### config.mk
export PLATFORM = sky130hd
export DESIGN_NAME = fetch_queue_flat
export DESIGN_NICKNAME = d
export VERILOG_FILES = /design/src/rtl/fetch_pkg.sv /design/src/rtl/fetch_queue_if.sv /design/src/rtl/fq_fifo.sv /design/src/rtl/fetch_queue.sv /design/src/flat_wrapper.sv
export SDC_FILE = /design/constraint.sdc
export NUM_CORES = 1
export LEC_CHECK = 0
export ABC_CLOCK_PERIOD_IN_PS = 19450
export CAP_MARGIN = 25
export CELL_PAD_IN_SITES_DETAIL_PLACEMENT = 1
export CELL_PAD_IN_SITES_GLOBAL_PLACEMENT = 1
export CORE_MARGIN = 3
export CORE_UTILIZATION = 51
export CTS_CLUSTER_DIAMETER = 80
export DETAILED_ROUTE_END_ITERATION = 10
export PLACE_DENSITY = 0.91
export SLEW_MARGIN = 5
export SYNTH_ARGS = -nofsm -noshare
export SYNTH_HDL_FRONTEND = slang
export SYNTH_SLANG_ARGS = --single-unit
### constraint.sdc
create_clock -name clk -period 19.45 [get_ports clk]
set_input_delay 1.945 -clock clk [delete_from_list [all_inputs] [get_ports clk]]
set_output_delay 1.945 -clock clk [all_outputs]
set_load 0.05 [all_outputs]
### src/rtl/fetch_pkg.sv
// Shared types and defaults for the instruction fetch queue.
package fetch_pkg;

    typedef enum logic [1:0] {
        ST_IDLE  = 2'd0,
        ST_FETCH = 2'd1,
        ST_DRAIN = 2'd2
    } fq_state_e;

    localparam int          DEFAULT_DEPTH    = 4;
    localparam logic [29:0] DEFAULT_RESET_PC = 30'h0000_0C00;

    typedef struct packed {
        logic [29:0] pc;
        logic [31:0] instr;
    } fq_entry_t;

    function automatic logic [29:0] pc_inc(input logic [29:0] pc);
        return pc + 30'd1;
    endfunction

endpackage

### src/rtl/fetch_queue_if.sv
// Memory-side, redirect and IF/ID-side signals of the fetch queue.
interface fetch_queue_if;
    logic        im_req;
    logic [29:0] im_addr;
    logic        im_ack;
    logic [31:0] im_rdata;
    logic        redir;
    logic [29:0] redir_pc;
    logic        out_valid;
    logic [31:0] out_instr;
    logic [29:0] out_pc;
    logic        out_ready;

    modport master (
        output im_req, im_addr, out_valid, out_instr, out_pc,
        input  im_ack, im_rdata, redir, redir_pc, out_ready
    );

    modport slave (
        input  im_req, im_addr, out_valid, out_instr, out_pc,
        output im_ack, im_rdata, redir, redir_pc, out_ready
    );
endinterface

### src/rtl/fq_fifo.sv
// Circular instruction buffer with a registered head entry so the
// IF/ID side sees flop outputs; flush empties it in one cycle.
module fq_fifo
    import fetch_pkg::*;
#(
    parameter  int DEPTH = DEFAULT_DEPTH,
    localparam int AW    = $clog2(DEPTH),
    localparam int CW    = AW + 1
) (
    input  logic          clk,
    input  logic          rst,
    input  logic          flush_i,
    input  logic          push_i,
    input  fq_entry_t     push_data_i,
    input  logic          pop_i,
    output logic [CW-1:0] count_o,
    output logic          valid_o,
    output fq_entry_t     head_o
);

    fq_entry_t         mem_q [DEPTH];
    logic [AW-1:0]     head_q, head_d;
    logic [AW-1:0]     tail_q, tail_d;
    logic [CW-1:0]     count_q, count_d;
    logic              valid_q, valid_d;
    fq_entry_t         head_data_q, head_data_d;
    logic [AW-1:0]     head_nxt_s;
    logic [CW-1:0]     rem_s;
    logic              pop_ok_s;

    assign pop_ok_s   = pop_i && valid_q;
    assign head_nxt_s = head_q + AW'(1);

    // Next pointers, occupancy and the entry that will sit at the head.
    always_comb begin
        head_d      = head_q;
        tail_d      = tail_q;
        count_d     = count_q;
        valid_d     = valid_q;
        head_data_d = head_data_q;
        rem_s       = count_q - CW'(pop_ok_s);
        if (flush_i) begin
            head_d      = '0;
            tail_d      = '0;
            count_d     = '0;
            valid_d     = 1'b0;
            head_data_d = '0;
        end else begin
            if (pop_ok_s) begin
                head_d = head_nxt_s;
            end else begin
                head_d = head_q;
            end
            if (push_i) begin
                tail_d = tail_q + AW'(1);
            end else begin
                tail_d = tail_q;
            end
            count_d = rem_s + CW'(push_i);
            valid_d = (count_d != '0);
            // An empty buffer after the pop means the pushed word becomes the head.
            if (rem_s == '0) begin
                if (push_i) begin
                    head_data_d = push_data_i;
                end else begin
                    head_data_d = '0;
                end
            end else if (pop_ok_s) begin
                head_data_d = mem_q[head_nxt_s];
            end else begin
                head_data_d = head_data_q;
            end
        end
    end

    // Storage array and pointer registers.
    always_ff @(posedge clk or posedge rst) begin
        if (rst) begin
            for (int i = 0; i < DEPTH; i++) begin
                mem_q[i] <= '0;
            end
            head_q      <= '0;
            tail_q      <= '0;
            count_q     <= '0;
            valid_q     <= 1'b0;
            head_data_q <= '0;
        end else begin
            if (!flush_i && push_i) begin
                mem_q[tail_q] <= push_data_i;
            end
            head_q      <= head_d;
            tail_q      <= tail_d;
            count_q     <= count_d;
            valid_q     <= valid_d;
            head_data_q <= head_data_d;
        end
    end

    assign count_o = count_q;
    assign valid_o = valid_q;
    assign head_o  = head_data_q;

endmodule

### src/rtl/fetch_queue.sv
// Instruction prefetch queue: one outstanding memory read, redirect flush
// with stale-response drain, buffered words presented to IF/ID.
module fetch_queue
    import fetch_pkg::*;
#(
    parameter int          DEPTH    = DEFAULT_DEPTH,
    parameter logic [29:0] RESET_PC = DEFAULT_RESET_PC
) (
    input logic           clk,
    input logic           rst,
    fetch_queue_if.master bus
);

    localparam int CW = $clog2(DEPTH) + 1;

    fq_state_e     state_q, state_d;
    logic [29:0]   fetch_pc_q, fetch_pc_d;
    logic          im_req_q, im_req_d;
    logic [29:0]   im_addr_q, im_addr_d;

    logic [CW-1:0] count_s;
    logic [CW-1:0] count_after_s;
    logic          space_s;
    logic          push_s;
    logic          pop_s;
    logic          head_valid_s;
    fq_entry_t     head_s;
    fq_entry_t     push_entry_s;
    logic [29:0]   pc_next_s;

    assign push_s        = (state_q == ST_FETCH) && bus.im_ack && !bus.redir;
    assign pop_s         = head_valid_s && bus.out_ready;
    assign count_after_s = count_s + CW'(push_s) - CW'(pop_s);
    assign space_s       = (count_after_s < CW'(DEPTH));
    assign pc_next_s     = pc_inc(fetch_pc_q);
    assign push_entry_s  = '{pc: fetch_pc_q, instr: bus.im_rdata};

    fq_fifo #(.DEPTH(DEPTH)) u_fifo (
        .clk         (clk),
        .rst         (rst),
        .flush_i     (bus.redir),
        .push_i      (push_s),
        .push_data_i (push_entry_s),
        .pop_i       (pop_s),
        .count_o     (count_s),
        .valid_o     (head_valid_s),
        .head_o      (head_s)
    );

    // Request FSM: fetch_pc always names the word of the live request.
    always_comb begin
        state_d    = state_q;
        fetch_pc_d = fetch_pc_q;
        im_req_d   = im_req_q;
        im_addr_d  = im_addr_q;
        case (state_q)
            ST_IDLE: begin
                if (bus.redir) begin
                    fetch_pc_d = bus.redir_pc;
                    im_req_d   = 1'b1;
                    im_addr_d  = bus.redir_pc;
                    state_d    = ST_FETCH;
                end else if (space_s) begin
                    im_req_d   = 1'b1;
                    im_addr_d  = fetch_pc_q;
                    state_d    = ST_FETCH;
                end else begin
                    state_d    = ST_IDLE;
                end
            end
            ST_FETCH: begin
                if (bus.redir) begin
                    fetch_pc_d = bus.redir_pc;
                    if (bus.im_ack) begin
                        im_req_d  = 1'b1;
                        im_addr_d = bus.redir_pc;
                        state_d   = ST_FETCH;
                    end else begin
                        state_d   = ST_DRAIN;
                    end
                end else if (bus.im_ack) begin
                    fetch_pc_d = pc_next_s;
                    if (space_s) begin
                        im_req_d  = 1'b1;
                        im_addr_d = pc_next_s;
                        state_d   = ST_FETCH;
                    end else begin
                        im_req_d  = 1'b0;
                        state_d   = ST_IDLE;
                    end
                end else begin
                    state_d = ST_FETCH;
                end
            end
            ST_DRAIN: begin
                // The outstanding response is stale; only its completion matters.
                if (bus.redir) begin
                    fetch_pc_d = bus.redir_pc;
                end else begin
                    fetch_pc_d = fetch_pc_q;
                end
                if (bus.im_ack) begin
                    im_req_d  = 1'b1;
                    im_addr_d = bus.redir ? bus.redir_pc : fetch_pc_q;
                    state_d   = ST_FETCH;
                end else begin
                    state_d   = ST_DRAIN;
                end
            end
            default: begin
                state_d  = ST_IDLE;
                im_req_d = 1'b0;
            end
        endcase
    end

    // Control state and request registers.
    always_ff @(posedge clk or posedge rst) begin
        if (rst) begin
            state_q    <= ST_IDLE;
            fetch_pc_q <= RESET_PC;
            im_req_q   <= 1'b0;
            im_addr_q  <= 30'd0;
        end else begin
            state_q    <= state_d;
            fetch_pc_q <= fetch_pc_d;
            im_req_q   <= im_req_d;
            im_addr_q  <= im_addr_d;
        end
    end

    assign bus.im_req    = im_req_q;
    assign bus.im_addr   = im_addr_q;
    assign bus.out_valid = head_valid_s;
    assign bus.out_instr = head_s.instr;
    assign bus.out_pc    = head_s.pc;

endmodule
### src/flat_wrapper.sv
// flat-port wrapper written by rule: the top's interface ports become plain ports
module fetch_queue_flat import fetch_pkg::*;
#(
    parameter int          DEPTH    = DEFAULT_DEPTH,
    parameter logic [29:0] RESET_PC = DEFAULT_RESET_PC
)
  (clk, rst, bus_im_req, bus_im_addr, bus_out_valid, bus_out_instr, bus_out_pc, bus_im_ack, bus_im_rdata, bus_redir, bus_redir_pc, bus_out_ready);
  fetch_queue_if bus_i ();
  input logic clk;
  input logic rst;
  output wire logic [$bits(bus_i.im_req)-1:0] bus_im_req;
  output wire logic [$bits(bus_i.im_addr)-1:0] bus_im_addr;
  output wire logic [$bits(bus_i.out_valid)-1:0] bus_out_valid;
  output wire logic [$bits(bus_i.out_instr)-1:0] bus_out_instr;
  output wire logic [$bits(bus_i.out_pc)-1:0] bus_out_pc;
  input wire logic [$bits(bus_i.im_ack)-1:0] bus_im_ack;
  input wire logic [$bits(bus_i.im_rdata)-1:0] bus_im_rdata;
  input wire logic [$bits(bus_i.redir)-1:0] bus_redir;
  input wire logic [$bits(bus_i.redir_pc)-1:0] bus_redir_pc;
  input wire logic [$bits(bus_i.out_ready)-1:0] bus_out_ready;
  assign bus_im_req = bus_i.im_req;
  assign bus_im_addr = bus_i.im_addr;
  assign bus_out_valid = bus_i.out_valid;
  assign bus_out_instr = bus_i.out_instr;
  assign bus_out_pc = bus_i.out_pc;
  assign bus_i.im_ack = bus_im_ack;
  assign bus_i.im_rdata = bus_im_rdata;
  assign bus_i.redir = bus_redir;
  assign bus_i.redir_pc = bus_redir_pc;
  assign bus_i.out_ready = bus_out_ready;
  fetch_queue #(.DEPTH(DEPTH), .RESET_PC(RESET_PC)) u_core (.clk(clk), .rst(rst), .bus(bus_i));
endmodule
==> summary.md, run 1 <==
| Metric | Value |
|---|---|
| Outcome | `completed` |
| DRT Wirelength | `approximately 55 mm` |
| Final setup fails | `0` |
| Global route hottest layer | `met2` |
| # diodes | `0` |
| IO buf count | `160` |
| Nets@finish | `roughly 1600` |
| Arrival time worst endpoint | `roughly 6.3 ns` |
| Die Span Y | `around 200 µm` |
| CTS sink cnt | `roughly 380` |
| Total grt overflow | `0` |
| DR iter-0 viols | `about 1200` |
| Crit-path max FO | `30` |
| Worst vdd ir | `0.126 mV` |
| Leakage | `~0.0093 µW` |
| Routed WL per cell | `around 27 µm` |
| Max Cap Violations | `0` |
| TritonCTS clock tree | `built` |
| Final worst-path cycle share | `between 30% and 40%` |
| Clock-pin slew on the worst setup and hold paths | `about 0.060 ns` |
| Req. time, crit path | `19.85 ns` |
| Vias per cell | `roughly 6.4` |
| Pin count of the biggest net entering global routing | `98` |
| Yosys cell types | `73` |
| Fin. Hold Viols | `0` |
| Post-route total power | `roughly 3600 µW` |
| DRT antenna net count | `0` |
| Count leader, synth | `dfrtp_1` |
| GR Util met3 | `4.41%` |
| Crit. End Element | `register` |
| Synth area leaders | `dfrtp_1 52%, mux2_2 15%, mux4_2 7.6%, a22oi_1 2.6%, nand2_1 2.6%` |
| Drt pass-1 iters | `5` |
| Routability cong. | `approximately 0.89` |
| Leading area contributor after synthesis | `dfrtp_1` |
| Cts bufs inserted | `40` |
| Final core occ | `just over 60%` |
| Yosys reg bits | `381` |
| PostCTS Resize Cnt | `0` |
| Syn. warnings | `0` |
| Slew Viols, Final | `0` |
| Max frequency | `170 MHz` |
| Top post-synthesis cells by count | `379 x dfrtp_1, 243 x mux2_2, 125 x nand2_1` |
| Share of cells above drive strength 1 | `27.4%` |
| Maximum clock path buffer count | `3` |
| RSZ-0062 raised after global routing | `false` |
| Worst Max-Slew Pin Slew | `1.07 ns` |
| Post-CTS setup buffers | `0` |
| Crit path launch type | `input pin` |
| Min Hold Slack | `around 0.49 ns` |
| Area delta synth->final | `17.4%` |
| Post-synth EDFFs | `0` |
| Post-DP HPWL | `32.5 mm` |
| Die ar. | `about 0.038 mm²` |
| Sequential area share after synthesis | `between 50% and 60%` |
| Main flop type after synthesis | `dfrtp_1` |
| Number of global-route vias before repair | `14800` |
| Slew margin rel. | `28.7%` |
| Worst min path class | `reg -> reg` |
| Synth top area share | `between 50% and 60%` |
| Post-route minimum period | `approximately 6 ns` |
| Die X | `just under 200 µm` |
| FILL cells | `~3400` |
| Net count after synthesis | `roughly 1500` |
| IO Pins | `~160` |
| Met2 usage | `48.8%` |
| Grt met1 use | `around two fifths` |
| Via Count | `between 10000 and 15000` |
| # rows | `between 60 and 70` |
| Core area | `about 0.035 mm²` |
| Skew final | `0.0219 ns` |
| PD cells | `169 mW/mm²` |
| Critical path type | `in -> reg` |
| Cts hold-fix bufs | `0` |
| Clock Latency Late Sink | `around 0.54 ns` |
| Root Buffer Master | `clkbuf_16` |
| Initial antenna violation count | `0` |
| Residual DRC | `0` |
| Setup TNS after final layout | `0 ns` |
| Async S/R FF share, synth | `between 90% and 100%` |
| Mapped Area | `approximately 0.018 mm²` |
| First-pass GRT wire length | `roughly 87 mm` |
| Total Routing Usage GR | `between 20% and 30%` |
| CTS H-tree lvls | `2` |
| Mean post-synth cell area | `~12 µm²` |
| Post-synthesis cell count | `1471` |
| R2R Setup Slk | `roughly 15 ns` |
| Initial Util | `a little over half` |
## path summary, 6_finish.rpt
path,start,endpoint,cells past startpoint
setup / recovery,bus_im_ack,u_core.bus.im_addr[0],13
hold reg to reg,u_core.u_fifo.head_o[23],u_core.u_fifo.head_o[23],2
setup reg to reg,u_core.state_q[0],u_core.bus.im_addr[0],13
hold / removal,u_core.u_fifo.head_o[23],u_core.u_fifo.head_o[23],2
max in group asynchronous,rst,u_core.u_fifo.head_q[0],4
min in group asynchronous,rst,u_core.u_fifo.mem_q[209],2
## cells in the final DEF, fill, tap and decap left out, types with 20 or more instances in the layout
cell type and instances:
o21ai_0 61, dfrtp_1 377, clkbuf_16 41, inv_1 24, o21ai_1 49, a22oi_1 64, mux2_2 243, nand2_1 121
xnor2_1 20, a21oi_1 22, clkdlybuf4s50_1 159, nor2_1 32, nor3_1 23, mux4_2 62
## cell families (layout without fill, tap and decap cells)
kind of cell | Yosys count | in the layout | share of synthesized area, %
multiplexers | 325 | 325 | 23.7
buffers and inverters | 155 | 283 | 3.79
XOR/XNOR | 31 | 31 | 1.48
flip-flops | 381 | 381 | 51.9
AO/OA/AOI/OAI | 271 | 271 | 9.89
adder cells (fa/ha/maj) | 11 | 11 | 0.749
AND/OR/NAND/NOR | 297 | 297 | 8.55
## metal layers
layer | vias to the layer above | routed length, µm
li1 | 5596 | -
met1 | 6968 | 23100
met2 | 525 | 28000
met3 | 81 | 3130
met4 | 0 | 1080
met5 | - | 0
## layout make-up
class,instances,area [µm²],share of cell area [%]
repair buffers,183,1870,8.67
well taps,455,569,2.64
clock inverters,12,72.6,0.336
flip-flops and latches,381,9540,44.2
multi-input cells,935,8200,38.0
clock buffers,61,1210,5.62
inverters,27,109,0.505
## sequential cells by signal, summed over array words and instances, names as in the netlist
register               cells
u_core.u_fifo.count_o      3
u_core.u_fifo.tail_q       2
u_core.fetch_pc_q         30
u_core.state_q             2
u_core.u_fifo.head_o      62
u_core.u_fifo.head_q       2
u_core.u_fifo.valid_o      1
u_core.bus.im_addr        30
u_core.u_fifo.mem_q      248
u_core.bus.im_req          1
## power by group
| group | switching, µW | leakage [µW] | total (µW) | internal [µW] |
|---|---|---|---|---|
| sequential | 284 | 0.00494 | 1390 | 1100 |
| combinational | 901 | 0.00373 | 1500 | 598 |
| clock | 324 | 0.000636 | 755 | 431 |
| total | 1510 | 0.00930 | 3640 | 2130 |
## worst max-delay path, cell delays in order
cell and delay (ns):
clkdlybuf4s50_1 0.75, nand3b_1 0.37, nor2_4 0.61, inv_2 0.43, ha_1 0.32, inv_1 0.06, ha_1 0.11, nand3b_1 0.11
a211oi_2 0.36, o21a_2 0.30, or2_1 0.13, buf_4 0.37, mux2_1 0.39
## metrics by stage
step,instance area [µm²],cells,setup slack (ns)
finish,21600,2054,13.56
global route,21600,2054,13.31
CTS,21400,2049,13.68
detailed placement,20100,1976,13.18
global placement,20100,1976,13.34
floorplan,18400,1471,6.92
No activity file was read; power rests on OpenSTA's default activity.
==> run 2: changes to the inputs <==
--- a/config.mk
+++ b/config.mk
@@ -5,15 +5,15 @@
 export SDC_FILE = /design/constraint.sdc
 export NUM_CORES = 1
 export LEC_CHECK = 0
-export ABC_CLOCK_PERIOD_IN_PS = 19450
+export ABC_CLOCK_PERIOD_IN_PS = 5700
 export CAP_MARGIN = 25
 export CELL_PAD_IN_SITES_DETAIL_PLACEMENT = 1
 export CELL_PAD_IN_SITES_GLOBAL_PLACEMENT = 1
 export CORE_MARGIN = 3
-export CORE_UTILIZATION = 51
+export CORE_UTILIZATION = 48
 export CTS_CLUSTER_DIAMETER = 80
 export DETAILED_ROUTE_END_ITERATION = 10
-export PLACE_DENSITY = 0.91
+export PLACE_DENSITY = 0.87
 export SLEW_MARGIN = 5
 export SYNTH_ARGS = -nofsm -noshare
 export SYNTH_HDL_FRONTEND = slang
==> constraint.sdc (replaced) <==
create_clock -name clk -period 5.7 [get_ports clk]
set_input_delay 0.57 -clock clk [delete_from_list [all_inputs] [get_ports clk]]
set_output_delay 0.57 -clock clk [all_outputs]
set_load 0.05 [all_outputs]
==> run 2 against run 1 <==
Net effect:
- combinational power grew to 3.3 times the previous value
- first-iteration DRC count is 23% lower
- worst setup slack worse by 12 ns
- critical path depth is 3 lower
- routed wire length is 3.5% lower
- highest routed layer unchanged
==> summary.md, run 2 (synthesis results as in run 1) <==
| Metric | Value |
|---|---|
| Outcome | `completed (unchanged)` |
| Routability cong. | `0.892 (was 0.894)` |
| Post-CTS setup buffers | `0 (unchanged)` |
| PostCTS Resize Cnt | `0 (unchanged)` |
| Number of global-route vias before repair | `14600 (was 14800)` |
| Cell mode on critical path | `nand3b_1` |
| Maximum clock path buffer count | `3 (unchanged)` |
| Final setup fails | `0 (unchanged)` |
| CTS sink cnt | `381 (unchanged)` |
| Leakage | `0.00934 µW (was 0.00930 µW)` |
| Root Buffer Master | `clkbuf_16 (unchanged)` |
| First-pass GRT wire length | `85.2 mm (was 87.4 mm)` |
| Nets@finish | `1652 (was 1646)` |
| Pin count of the biggest net entering global routing | `165 (was 98)` |
| Die Span Y | `202 µm (was 196 µm)` |
| Fin. Hold Viols | `0 (unchanged)` |
| Drt pass-1 iters | `5 (unchanged)` |
| Initial antenna violation count | `0 (unchanged)` |
| Critical path type | `reg -> reg (was in -> reg)` |
| Via Count | `13100 (was 13200)` |
| CTS H-tree lvls | `2 (unchanged)` |
| Worst vdd ir | `0.348 mV (was 0.126 mV)` |
| CP peak stage delay | `0.98 ns (was 0.75 ns)` |
| Min Hold Slack | `0.379 ns (was 0.488 ns)` |
| Die X | `202 µm (was 196 µm)` |
| Cts bufs inserted | `42 (was 40)` |
| Req. time, crit path | `6.13 ns (was 19.85 ns)` |
| Initial Util | `48.8% (was 52.4%)` |
| Slew Viols, Final | `0 (unchanged)` |
| # diodes | `0 (unchanged)` |
| Largest Register | `u_core.u_fifo.mem_q (unchanged)` |
| Skew final | `0.0265 ns (was 0.0219 ns)` |
| Core area | `0.0377 mm² (was 0.0351 mm²)` |
| DRT antenna net count | `0 (unchanged)` |
| Most frequent cells in the layout | `377 x dfrtp_1, 243 x mux2_2, 159 x clkdlybuf4s50_1 (unchanged)` |
| Setup TNS after final layout | `0 ns (unchanged)` |
| Routed WL per cell | `25.3 µm (was 26.9 µm)` |
| Worst min path class | `in -> async (was reg -> reg)` |
| Final worst-path cycle share | `between 60% and 70%` |
| Residual DRC | `0 (unchanged)` |
| Share of cells above drive strength 1 | `27.4% (about the same)` |
| Slew margin rel. | `35.2% (was 28.7%)` |
| Area delta synth->final | `18.2% (was 17.4%)` |
| TritonCTS clock tree | `built (unchanged)` |
| Most common library cell in the layout ignoring fill and taps | `dfrtp_1 (unchanged)` |
| DRT Wirelength | `53.4 mm (was 55.3 mm)` |
| Total Routing Usage GR | `26.4% (was 28.7%)` |
| Crit. End Element | `register (unchanged)` |
| Worst Max-Slew Pin Slew | `0.972 ns (was 1.07 ns)` |
| CP max-delay cell | `dfrtp_1 (was clkdlybuf4s50_1)` |
| IO Pins | `161 (unchanged)` |
| Vias per cell | `6.19 (was 6.41)` |
| Worst path cell trace | `nand3b_1, nor2_4, inv_2, ha_1, nand3b_1, a211oi_2, o21a_2, or2_1, buf_4, mux2_1 (was clkdlybuf4s50_1, nand3b_1, nor2_4, inv_2, ha_1, inv_1, ha_1, nand3b_1, a211oi_2, o21a_2, or2_1, buf_4, mux2_1)` |
| Arrival time worst endpoint | `4.33 ns (was 6.30 ns)` |
| Post-route minimum period | `a little under 4 ns` |
| Max frequency | `between 200 and 300 MHz` |
| Total grt overflow | `0 (unchanged)` |
| Clock-pin slew on the worst setup and hold paths | `0.06 ns (about the same)` |
| Cts hold-fix bufs | `0 (unchanged)` |
| Die ar. | `0.0407 mm² (was 0.0384 mm²)` |
| Post-DP HPWL | `33.4 mm (was 32.5 mm)` |
| Max Cap Violations | `0 (unchanged)` |
| Crit-path max FO | `27 (was 30)` |
| RSZ-0062 raised after global routing | `false (unchanged)` |
| Crit path launch type | `register (was input pin)` |
| IO buf count | `160 (unchanged)` |
| Clock Latency Late Sink | `0.56 ns (was 0.54 ns)` |
| DR iter-0 viols | `954 (was 1238)` |
| PD cells | `573 mW/mm² (was 169 mW/mm²)` |
| # rows | `71 (was 68)` |
| Largest register FFs | `248 (unchanged)` |
==> run 2: layer usage <==
| metal | wire length, µm | global-route usage (%) | vias to the layer above |
|---|---|---|---|
| met1 | 23100 | 35.6 | 6956 |
| met5 | 0 | 0 | - |
| met4 | 1290 | 8.40 | 0 |
| met3 | 2690 | 3.80 | 92 |
| met2 | 26300 | 44.5 | 413 |
| li1 | - | - | 5605 |
==> run 2: critical path: cells and delay by family (launching register included) <==
| kind | cells | cell delay [ns] |
|---|---|---|
| muxes | 1 | 0.37 |
| DFF | 1 | 0.98 |
| and+or+nand+nor | 4 | 1.14 |
| AOI/OAI and AO/OA | 2 | 0.66 |
| buffers and inverters | 2 | 0.33 |
| adders and majority gates | 1 | 0.29 |
==> run 2: where the power goes <==
| group | switching, µW | internal [µW] |
|---|---|---|
| combinational | 2930 | 2050 |
| clock | 1100 | 1570 |
| sequential | 1020 | 3770 |
| total | 5050 | 7390 |
==> run 2: layout make-up <==
type                            count  area (µm²)
Sequential cell                   381        9540
Clock buffer                       64        1260
Timing Repair Buffer              187        1900
Tap cell                          511         639
Inverter                           27         105
Clock inverter                      6        65.1
Multi-Input combinational cell    935        8200
Fill cell                        3792       15900
==> run 2: path summary, 6_finish.rpt <==
path | from | endpoint | slack, ns | depth (start not counted)
max in group asynchronous | rst | u_core.u_fifo.head_o[2] | 4.06 | 3
worst max register to register | u_core.state_q[0] | u_core.bus.im_addr[20] | 1.80 | 10
worst max-delay path | u_core.state_q[0] | u_core.bus.im_addr[20] | 1.80 | 10
min in group clk | u_core.u_fifo.head_o[31] | u_core.u_fifo.head_o[31] | 0.48 | 2
worst min-delay path | rst | u_core.u_fifo.mem_q[30] | 0.38 | 2
worst min register to register | u_core.u_fifo.head_o[31] | u_core.u_fifo.head_o[31] | 0.48 | 2
==> run 2: metrics by stage <==
step / total power, µW / util [%] / instances / setup slack (ns) / instance area, µm²
final: 12400 / 57.7 / 2111 / 1.80 / 21700
after global routing: 13100 / 57.7 / 2111 / 1.68 / 21700
after CTS: 12500 / 57.7 / 2111 / 1.88 / 21700
after detailed placement: 9740 / 54.1 / 2041 / 1.71 / 20400
after global placement: 9400 / 53.8 / 2037 / 1.93 / 20300
after floorplan: 7970 / - / 1471 / 0.0116 / 18400
==> run 3: changes to the inputs <==
--- a/config.mk
+++ b/config.mk
@@ -5,15 +5,15 @@
 export SDC_FILE = /design/constraint.sdc
 export NUM_CORES = 1
 export LEC_CHECK = 0
-export ABC_CLOCK_PERIOD_IN_PS = 5700
+export ABC_CLOCK_PERIOD_IN_PS = 3400
 export CAP_MARGIN = 25
 export CELL_PAD_IN_SITES_DETAIL_PLACEMENT = 1
 export CELL_PAD_IN_SITES_GLOBAL_PLACEMENT = 1
 export CORE_MARGIN = 3
-export CORE_UTILIZATION = 48
+export CORE_UTILIZATION = 43
 export CTS_CLUSTER_DIAMETER = 80
 export DETAILED_ROUTE_END_ITERATION = 10
-export PLACE_DENSITY = 0.87
+export PLACE_DENSITY = 0.83
 export SLEW_MARGIN = 5
 export SYNTH_ARGS = -nofsm -noshare
 export SYNTH_HDL_FRONTEND = slang
==> constraint.sdc (replaced) <==
create_clock -name clk -period 3.4 [get_ports clk]
set_input_delay 0.34 -clock clk [delete_from_list [all_inputs] [get_ports clk]]
set_output_delay 0.34 -clock clk [all_outputs]
set_load 0.05 [all_outputs]
==> run 3 against run 2 <==
Net effect:
- sequential cell count is the same
- clock skew shrank 0.0089 ns
- sequential share of layout area shrank 0.88 points
- routed wire length shrank 0.92%
- first-iteration DRC count shrank 12%
- via count shrank 0.39%
- largest cell class unchanged
==> summary.md, run 3 (synthesis results as in run 1) <==
| Metric | Value |
|---|---|
| Worst path cell trace | `nand3b_1, nor2_4, inv_2, ha_1, inv_1, ha_1, nand3b_1, a211oi_2, o21a_2, or2_1, buf_4, mux2_1 (was nand3b_1, nor2_4, inv_2, ha_1, nand3b_1, a211oi_2, o21a_2, or2_1, buf_4, mux2_1)` |
| Cts bufs inserted | `43 (was 42)` |
| PD cells | `960 mW/mm² (was 573 mW/mm²)` |
| PostCTS Resize Cnt | `0 (unchanged)` |
| Arrival time worst endpoint | `3.25 ns (was 4.33 ns)` |
| Clock-pin slew on the worst setup and hold paths | `0.06 ns (about the same)` |
| Residual DRC | `0 (unchanged)` |
| Initial antenna violation count | `0 (unchanged)` |
| Skew final | `0.0176 ns (was 0.0265 ns)` |
| First-pass GRT wire length | `83.6 mm (was 85.2 mm)` |
| IO Pins | `161 (unchanged)` |
| Post-CTS setup buffers | `0 (unchanged)` |
| Final WS setup | `0.588 ns (was 1.80 ns)` |
| DR iter-0 viols | `839 (was 954)` |
| Total grt overflow | `0 (unchanged)` |
| Most frequent cells in the layout | `377 x dfrtp_1, 243 x mux2_2, 159 x clkdlybuf4s50_1 (unchanged)` |
| Die X | `213 µm (was 202 µm)` |
| Post-Place Worst Slack | `0.188 ns (was 1.71 ns)` |
| Fin. Hold Viols | `0 (unchanged)` |
| Routed WL per cell | `24.4 µm (was 25.3 µm)` |
| Die ar. | `0.0453 mm² (was 0.0407 mm²)` |
| Die Span Y | `213 µm (was 202 µm)` |
| RSZ-0062 raised after global routing | `false (unchanged)` |
| Nets@finish | `1676 (was 1652)` |
| CTS H-tree lvls | `2 (unchanged)` |
| Leakage | `0.00955 µW (was 0.00934 µW)` |
| Initial Util | `43.7% (was 48.8%)` |
| GR Util met3 | `3.91% (was 3.80%)` |
| DRT antenna net count | `0 (unchanged)` |
| Worst Max-Slew Pin Slew | `0.763 ns (was 0.972 ns)` |
| Maximum clock path buffer count | `3 (unchanged)` |
| Total Routing Usage GR | `23.7% (was 26.4%)` |
| Core area | `0.0420 mm² (was 0.0377 mm²)` |
| CP max-delay cell | `a211oi_2 (was dfrtp_1)` |
| Largest Register | `u_core.u_fifo.mem_q (unchanged)` |
| # diodes | `0 (unchanged)` |
| Largest register FFs | `248 (unchanged)` |
| # rows | `75 (was 71)` |
| DRT Wirelength | `52.9 mm (was 53.4 mm)` |
| Global route hottest layer | `met2 (unchanged)` |
| Critical path type | `reg -> reg (unchanged)` |
| Post-Layout Cell Count | `2172 (was 2111)` |
| Crit. End Element | `register (unchanged)` |
| Setup TNS after final layout | `0 ns (unchanged)` |
| Max Cap Violations | `0 (unchanged)` |
| Dpl cells | `2092 (was 2041)` |
| Post-DP HPWL | `34.6 mm (was 33.4 mm)` |
| Area delta synth->final | `20.6% (was 18.2%)` |
| Drt pass-1 iters | `5 (unchanged)` |
| Grt met1 use | `31.5% (was 35.6%)` |
| Number of global-route vias before repair | `14300 (was 14600)` |
| Slew margin rel. | `49.1% (was 35.2%)` |
| Via Count | `13000 (was 13100)` |
| Final setup fails | `0 (unchanged)` |
| Root Buffer Master | `clkbuf_16 (unchanged)` |
| Final worst-path cycle share | `82.7% (was 68.4%)` |
| Crit path launch type | `register (unchanged)` |
| Met2 usage | `40.2% (was 44.5%)` |
| CTS sink cnt | `381 (unchanged)` |
| CP peak stage delay | `0.39 ns (was 0.98 ns)` |
| Crit-path max FO | `30 (was 27)` |
| Pin count of the biggest net entering global routing | `86 (was 165)` |
| Min Hold Slack | `0.227 ns (was 0.379 ns)` |
| IO buf count | `160 (unchanged)` |
| Worst min path class | `in -> async (unchanged)` |
| Cts hold-fix bufs | `0 (unchanged)` |
| Routability cong. | `0.862 (was 0.892)` |
| Post-route minimum period | `2.81 ns (was 3.90 ns)` |
| Outcome | `completed (unchanged)` |
| Most common library cell in the layout ignoring fill and taps | `dfrtp_1 (unchanged)` |
| Max frequency | `356 MHz (was 256 MHz)` |
| TritonCTS clock tree | `built (unchanged)` |
| Req. time, crit path | `3.84 ns (was 6.13 ns)` |
| Slew Viols, Final | `0 (unchanged)` |
| Clock Latency Late Sink | `0.58 ns (was 0.56 ns)` |
| Worst vdd ir | `0.763 mV (was 0.348 mV)` |
| Share of cells above drive strength 1 | `29.1% (was 27.4%)` |
| Vias per cell | `5.99 (was 6.19)` |
[run 3: cell count changes in the layout (fill, tap and decap cells not counted), sizes merged]
cell      previous run  this run
buf                 28        51
clkinv               2         9
bufinv               1         3
clkbuf              64        63
clkinvlp             2         3
inv                 28        29
[run 3: final timing paths]
check                                        startpoint  slack [ns]                      end  cells after the start
worst min-delay path                                rst        0.23  u_core.u_fifo.mem_q[25]                      2
max in group asynchronous                           rst        2.24  u_core.u_fifo.head_q[1]                      3
worst max register to register        u_core.state_q[0]        0.59    u_core.bus.im_addr[1]                     12
min in group clk                       bus_redir_pc[21]        0.40    u_core.fetch_pc_q[21]                      3
worst max-delay path                  u_core.state_q[0]        0.59    u_core.bus.im_addr[1]                     12
worst min register to register  u_core.u_fifo.mem_q[59]        0.48  u_core.u_fifo.mem_q[59]                      2
[run 3: area by class of cell]
cell class | count | area [µm²]
clock buffer | 63 | 1290
clock inverter | 17 | 203
fill | 4232 | 19900
inverter | 27 | 105
multi-input combinational | 935 | 8200
sequential | 381 | 9540
tap | 539 | 674
timing repair buffer | 210 | 2150
[run 3: per-stage QoR]
stage	utilization (%)	instance area (µm²)	power (µW)
2_1_floorplan	-	18400	13400
6_report	52.7	22200	21300
5_1_grt	52.7	22200	22400
3_5_place_dp	49.2	20700	16500
4_1_cts	52.7	22200	21500
3_3_place_gp	49.2	20700	16000
[run 3: report_power, final]
part,leakage (µW),switching (µW),internal (µW)
Combinational,0.00387,5040,3570
Sequential,0.00494,1510,6320
Clock,0.000740,1960,2890
Total,0.00955,8510,12800
[run 3: layer usage]
metal / share of wire [%] / wire length, µm
met1: 42 / 22300
met3: 5.6 / 2950
met2: 50 / 26400
met5: 0 / 0
met4: 2.2 / 1190
[run 3: critical path: cells and delay by family, from the launching register on]
family | cells | cell delay (ns)
mux | 1 | 0.39
flops | 1 | 0.38
buf+inv | 3 | 0.47
compound gates | 2 | 0.61
simple gates | 4 | 0.42
fa+ha+maj | 2 | 0.39
